## src/rtl/seq_det_pkg.sv

```systemverilog
`default_nettype none
// ============================================================================
//  Module      : seq_det_pkg
//  Description : Shared helpers for seq_detector. Elaboration-time functions
//                build the KMP-style transition table of the pattern FSM.
//  Revision    : 1.0 - initial release
// ============================================================================
package seq_det_pkg;

    localparam int c_MAX_N = 16;

    // Bits needed to hold a matched-prefix length of 0..n.
    function automatic int state_w(input int n);
        return $clog2(n + 1);
    endfunction

    // Longest proper prefix of the pattern that is also a suffix of the first k bits.
    // The pattern is stored MSB-first: bit n-1 is the first bit received.
    function automatic int fail_len(input logic [15:0] pattern, input int n, input int k);
        int   res;
        logic ok;
        res = 0;
        for (int l = 1; l < c_MAX_N; l++) begin
            if (l < k) begin
                ok = 1'b1;
                for (int i = 0; i < c_MAX_N; i++) begin
                    if (i < l) begin
                        if (pattern[n-1-i] != pattern[n-1-(k-l)-i]) ok = 1'b0;
                    end
                end
                if (ok) res = l;
            end
        end
        return res;
    endfunction

    // Next matched-prefix length after consuming bit b from prefix length s (s < n).
    function automatic int next_state(input logic [15:0] pattern, input int n,
                                      input int s, input logic b);
        int   res;
        int   t_idx;
        logic t_bit;
        logic ok;
        res = 0;
        if (s < n && b == pattern[n-1-s]) begin
            res = s + 1;
        end else begin
            // Longest prefix that is a suffix of (first s pattern bits, then b).
            for (int l = 1; l < c_MAX_N; l++) begin
                if (l <= s) begin
                    ok = 1'b1;
                    for (int i = 0; i < c_MAX_N; i++) begin
                        if (i < l) begin
                            t_idx = s + 1 - l + i;
                            t_bit = (t_idx == s) ? b : pattern[n-1-t_idx];
                            if (pattern[n-1-i] != t_bit) ok = 1'b0;
                        end
                    end
                    if (ok) res = l;
                end
            end
        end
        return res;
    endfunction

endpackage
`default_nettype wire

```

## src/rtl/sat_counter.sv

```systemverilog
`default_nettype none
// ============================================================================
//  Module      : sat_counter
//  Description : Saturating up-counter with synchronous clear. Holds at
//                all-ones instead of wrapping.
//  Revision    : 1.0 - initial release
// ============================================================================
module sat_counter #(
    parameter int CNT_W = 8
) (
    input  logic             clk,
    input  logic             reset,
    input  logic             inc,
    input  logic             clr,
    output logic [CNT_W-1:0] q
);

    logic [CNT_W-1:0] q_q;
    logic [CNT_W-1:0] q_d;

    // Next count: clear has priority, increment stops at the maximum value.
    always_comb begin
        q_d = q_q;
        if (clr) begin
            q_d = '0;
        end else if (inc && (q_q != {CNT_W{1'b1}})) begin
            q_d = q_q + 1'b1;
        end
    end

    // Count register.
    always_ff @(posedge clk or posedge reset) begin
        if (reset) begin
            q_q <= '0;
        end else begin
            q_q <= q_d;
        end
    end

    assign q = q_q;

endmodule
`default_nettype wire

```

## src/rtl/seq_detector.sv

```systemverilog
`default_nettype none
// ============================================================================
//  Module      : seq_detector
//  Description : Serial N-bit pattern detector (Moore + Mealy outputs) with
//                overlapping / non-overlapping matching. The optional
//                saturating match counter is built when SEQ_DET_COUNT_EN is
//                defined; otherwise match_count is tied to zero.
//  Revision    : 1.0 - initial release
// ============================================================================
module seq_detector
    import seq_det_pkg::*;
#(
    parameter int           N       = 4,
    parameter logic [N-1:0] PATTERN = 4'b1011,
    parameter bit           OVERLAP = 1'b1,
    parameter int           CNT_W   = 8
) (
    input  logic                   clk,
    input  logic                   reset,
    input  logic                   clear,
    input  logic                   en,
    input  logic                   din,
    output logic                   match_mealy,
    output logic                   match_moore,
    output logic [$clog2(N+1)-1:0] state,
    output logic [CNT_W-1:0]       match_count
);

    localparam int          c_SW      = state_w(N);
    localparam logic [15:0] c_PAT     = 16'(PATTERN);
    // Prefix length a completed match falls back to before the next bit.
    localparam int          c_RESTART = OVERLAP ? fail_len(c_PAT, N, N) : 0;

    logic [c_SW-1:0] state_q;
    logic [c_SW-1:0] state_d;
    logic [c_SW-1:0] w_delta;
    logic            w_hit;
    logic [c_SW-1:0] w_nxt [0:N][0:1];

    // Transition table fixed at elaboration; state N re-enters via the restart prefix.
    for (genvar gs = 0; gs <= N; gs++) begin : g_state
        for (genvar gb = 0; gb < 2; gb++) begin : g_bit
            localparam int c_FROM = (gs == N) ? c_RESTART : gs;
            assign w_nxt[gs][gb] = c_SW'(next_state(c_PAT, N, c_FROM, (gb != 0)));
        end
    end

    // Next-state selection and Mealy output; clear overrides a coincident bit.
    always_comb begin
        w_delta = '0;
        for (int s = 0; s <= N; s++) begin
            if (state_q == c_SW'(s)) w_delta = w_nxt[s][din];
        end
        w_hit   = (w_delta == c_SW'(N));
        state_d = state_q;
        if (clear) begin
            state_d = '0;
        end else if (en) begin
            state_d = w_delta;
        end
        match_mealy = en & ~clear & w_hit;
    end

    // Matched-prefix length register.
    always_ff @(posedge clk or posedge reset) begin
        if (reset) begin
            state_q <= '0;
        end else begin
            state_q <= state_d;
        end
    end

    assign state       = state_q;
    assign match_moore = (state_q == c_SW'(N));

`ifdef SEQ_DET_COUNT_EN
    sat_counter #(
        .CNT_W (CNT_W)
    ) u_cnt (
        .clk   (clk),
        .reset (reset),
        .inc   (match_mealy),
        .clr   (clear),
        .q     (match_count)
    );
`else
    assign match_count = '0;
`endif

endmodule
`default_nettype wire
```

## config.mk

```make
export PLATFORM = sky130hd
export DESIGN_NAME = seq_detector
export DESIGN_NICKNAME = d
export VERILOG_FILES = /design/src/rtl/seq_det_pkg.sv /design/src/rtl/sat_counter.sv /design/src/rtl/seq_detector.sv
export SDC_FILE = /design/constraint.sdc
export NUM_CORES = 1
export LEC_CHECK = 0
export CAP_MARGIN = 40
export CORE_AREA = 2 2 39 41
export CTS_CLUSTER_DIAMETER = 150
export DETAILED_ROUTE_END_ITERATION = 6
export DIE_AREA = 0 0 41 43
export GPL_TIMING_DRIVEN = 1
export PLACE_DENSITY = 0.61
export SYNTH_ARGS = -nofsm -noshare
export SYNTH_HDL_FRONTEND = slang
export SYNTH_SLANG_ARGS = --single-unit
```

## constraint.sdc

```tcl
create_clock -name clk -period 1 [get_ports clk]
set_input_delay 0.15 -clock clk [delete_from_list [all_inputs] [get_ports clk]]
set_output_delay 0.15 -clock clk [all_outputs]
set_load 0.01 [all_outputs]
```

==> impl_metrics.toml <==
[status]
status = "finished with violations"
violations = "setup timing"

[sta]
rsz0062_at_grt = "true"
clock.fmax_mhz = 772
hold_violations = 0
setup_viol = 7
final_max_slew_viol_count = 0
clock_skew_ns = 0.00144
fin_crit_ns = 1.30
setup_tns_ns = -0.959
fin_crit_sh_pct = 130
setup_slack_ns = -0.295

[setup_path]
crit_path_start_kind = "flop"
end_kind = "primary output"
arrival_ns = 1.15
crit_type = "flop to primary output"
crit_required_ns = 0.85
cp_max_fo = 2

[drt]
viasPerCell = 3.72
drt-initial-drc-count = 0
antenna_left = 0
routed_wl_um = 592
vias = 257
first_pass_iters = 1
drc = 0
wl_per_cell_um = 8.58

[global_route]
antenna_found_initial = 0
grt_pass1_vias = 243
track_usage_pct = 7.85
gr-total-overflow = 0
grt_pass1_wl_um = 903
grt_start_max_net_pins = 6

[floorplanning]
initial_core_util_pct = 18.6
ioPinCount = 18
fp-row-count = 14
die_x_um = 41
coreArea_mm2 = 0.00138
die_y_um = 43
dieArea_mm2 = 0.00176

[clock_network]
clock_sinks = 3
cts_tree = "built"
cts_buffer_depth = 2
cts_hold_buf = 0
cts_buffers = 3
root_buffer = "clkbuf_4"
htree_levels = 1
insertion_delay_ns = 0.23
path_clk_slew_ns = 0.04

[cells_and_area]
syn2layout_area_growth_pct = 71.4
largest_reg_flops = 3
diodes = 0
design_area_um2 = 442
fin_util_pct = 31.9
drive_gt1_share_pct = 43.4
nets = 59
num-fill-cells = 152

[synthesis]
syn_area_um2 = 258
yosysSeqAreaShare_pct = 29.1
ys_seq_elements = 3
synthTopCellsByArea = "dfrtp_1 29%, buf_4 23%, nor2b_1 9.7%"
synth_top_area_share_pct = 29.1
yosysWarnings = 0
synth_area_per_cell_um2 = 8.05
synth_cells = 32
synth_area_leader_cell = "dfrtp_1"
synth_cell_types = 14

[place]
port_buffers = 9
place_ws_ns = -0.733
dpl-instance-area_um2 = 383
finalWeightedCongestion = 0.746

[power]
power_uw = 457
p_leak_nw = 0.224
power.density_mw_per_mm2 = 1040
peakVddDrop_mv = 0.351

[hold_path]
min_path_type = "primary input to asynchronous set/reset pin"

[job]
drv_cap = 0
layer usage:
metal | wire length [um] | share of wire, % | GRT usage, % | vias to the layer above
li1 | - | - | - | 131
met4 | 0 | 0 | 8.00 | 0
met3 | 44 | 7.4 | 1.57 | 0
met2 | 315 | 53 | 11.3 | 11
met5 | 0 | 0 | 0 | -
met1 | 232 | 39 | 8.74 | 115
synth_stat cells, drive strengths merged:
cell	instances
and2b	2
a21oi	4
inv	2
nor2	1
nand2	1
nor2b	4
nor3b	2
buf	8
conb	1
o21ai	3
nand4	1
dfrtp	3
final cells by class:
| cell class | count | area (um2) | share of cell area, % |
|---|---|---|---|
| repair buffers | 18 | 163 | 36.8 |
| multi-input cells | 26 | 149 | 33.7 |
| flip-flops and latches | 3 | 76.3 | 17.3 |
| clock buffers | 4 | 26.3 | 5.95 |
| well taps | 16 | 20.0 | 4.53 |
| inverters | 2 | 7.51 | 1.70 |
worst max-delay path: stages, from the launching register on:
cell	delay, ns
dfrtp_1	0.36
and2b_2	0.21
nand4_1	0.12
nor2_2	0.10
buf_2	0.13
cells by family (layout without fill, tap and decap cells):
logic type	after synthesis	after routing	share of synthesized area, %
other cells	1	8	1.45
buf+inv	10	24	26.2
simple gates	11	11	29.6
flops	3	3	29.1
compound gates	7	7	13.6
report_power, final:
group	switching, mW	total, mW	internal (mW)	leakage [nW]
clock	0.0603	0.210	0.149	0.0150
sequential	0.00636	0.135	0.128	0.0394
combinational	0.0512	0.113	0.0618	0.169
through the flow:
| step | hold WS [ns] | cells |
|---|---|---|
| final | 0.0828 | 69 |
| after global routing | 0.120 | 69 |
| after CTS | 0.0802 | 69 |
| after detailed placement | 0.331 | 62 |
| after global placement | 0.328 | 62 |
| after floorplan | -0.0964 | 39 |
cell usage in the layout, fill, tap and decap left out, drive strengths merged, types with 3 or more instances in the layout:
master | Yosys | final
clkdlybuf4s50 | 0 | 4
dfrtp | 3 | 3
clkbuf | 0 | 4
buf | 8 | 14
nor2b | 4 | 4
o21ai | 3 | 3
a21oi | 4 | 4
conb | 1 | 8
final timing paths:
check / end / start / slack [ns] / cells after the start
worst min-delay path: state[2]$_DFFE_PP0P_ / reset / 0.08 / 2
max in group asynchronous: state[0]$_DFFE_PP0P_ / reset / 0.78 / 2
min in group clk: state[2]$_DFFE_PP0P_ / clear / 0.62 / 3
worst min register to register: state[2]$_DFFE_PP0P_ / state[0]$_DFFE_PP0P_ / 0.67 / 2
worst max-delay path: match_mealy / state[2]$_DFFE_PP0P_ / -0.30 / 4
worst max register to register: state[0]$_DFFE_PP0P_ / state[2]$_DFFE_PP0P_ / -0.12 / 5
repair_timing:
| item | 4_1_cts | 5_1_grt |
|---|---|---|
| buffers inserted | 3 | 0 |
| setup endpoints to repair | 7 | 7 |
| resized for setup | 27 | 1 |
| pin swaps | 1 | 1 |
Note: power is estimated with default switching activity, not from simulation.
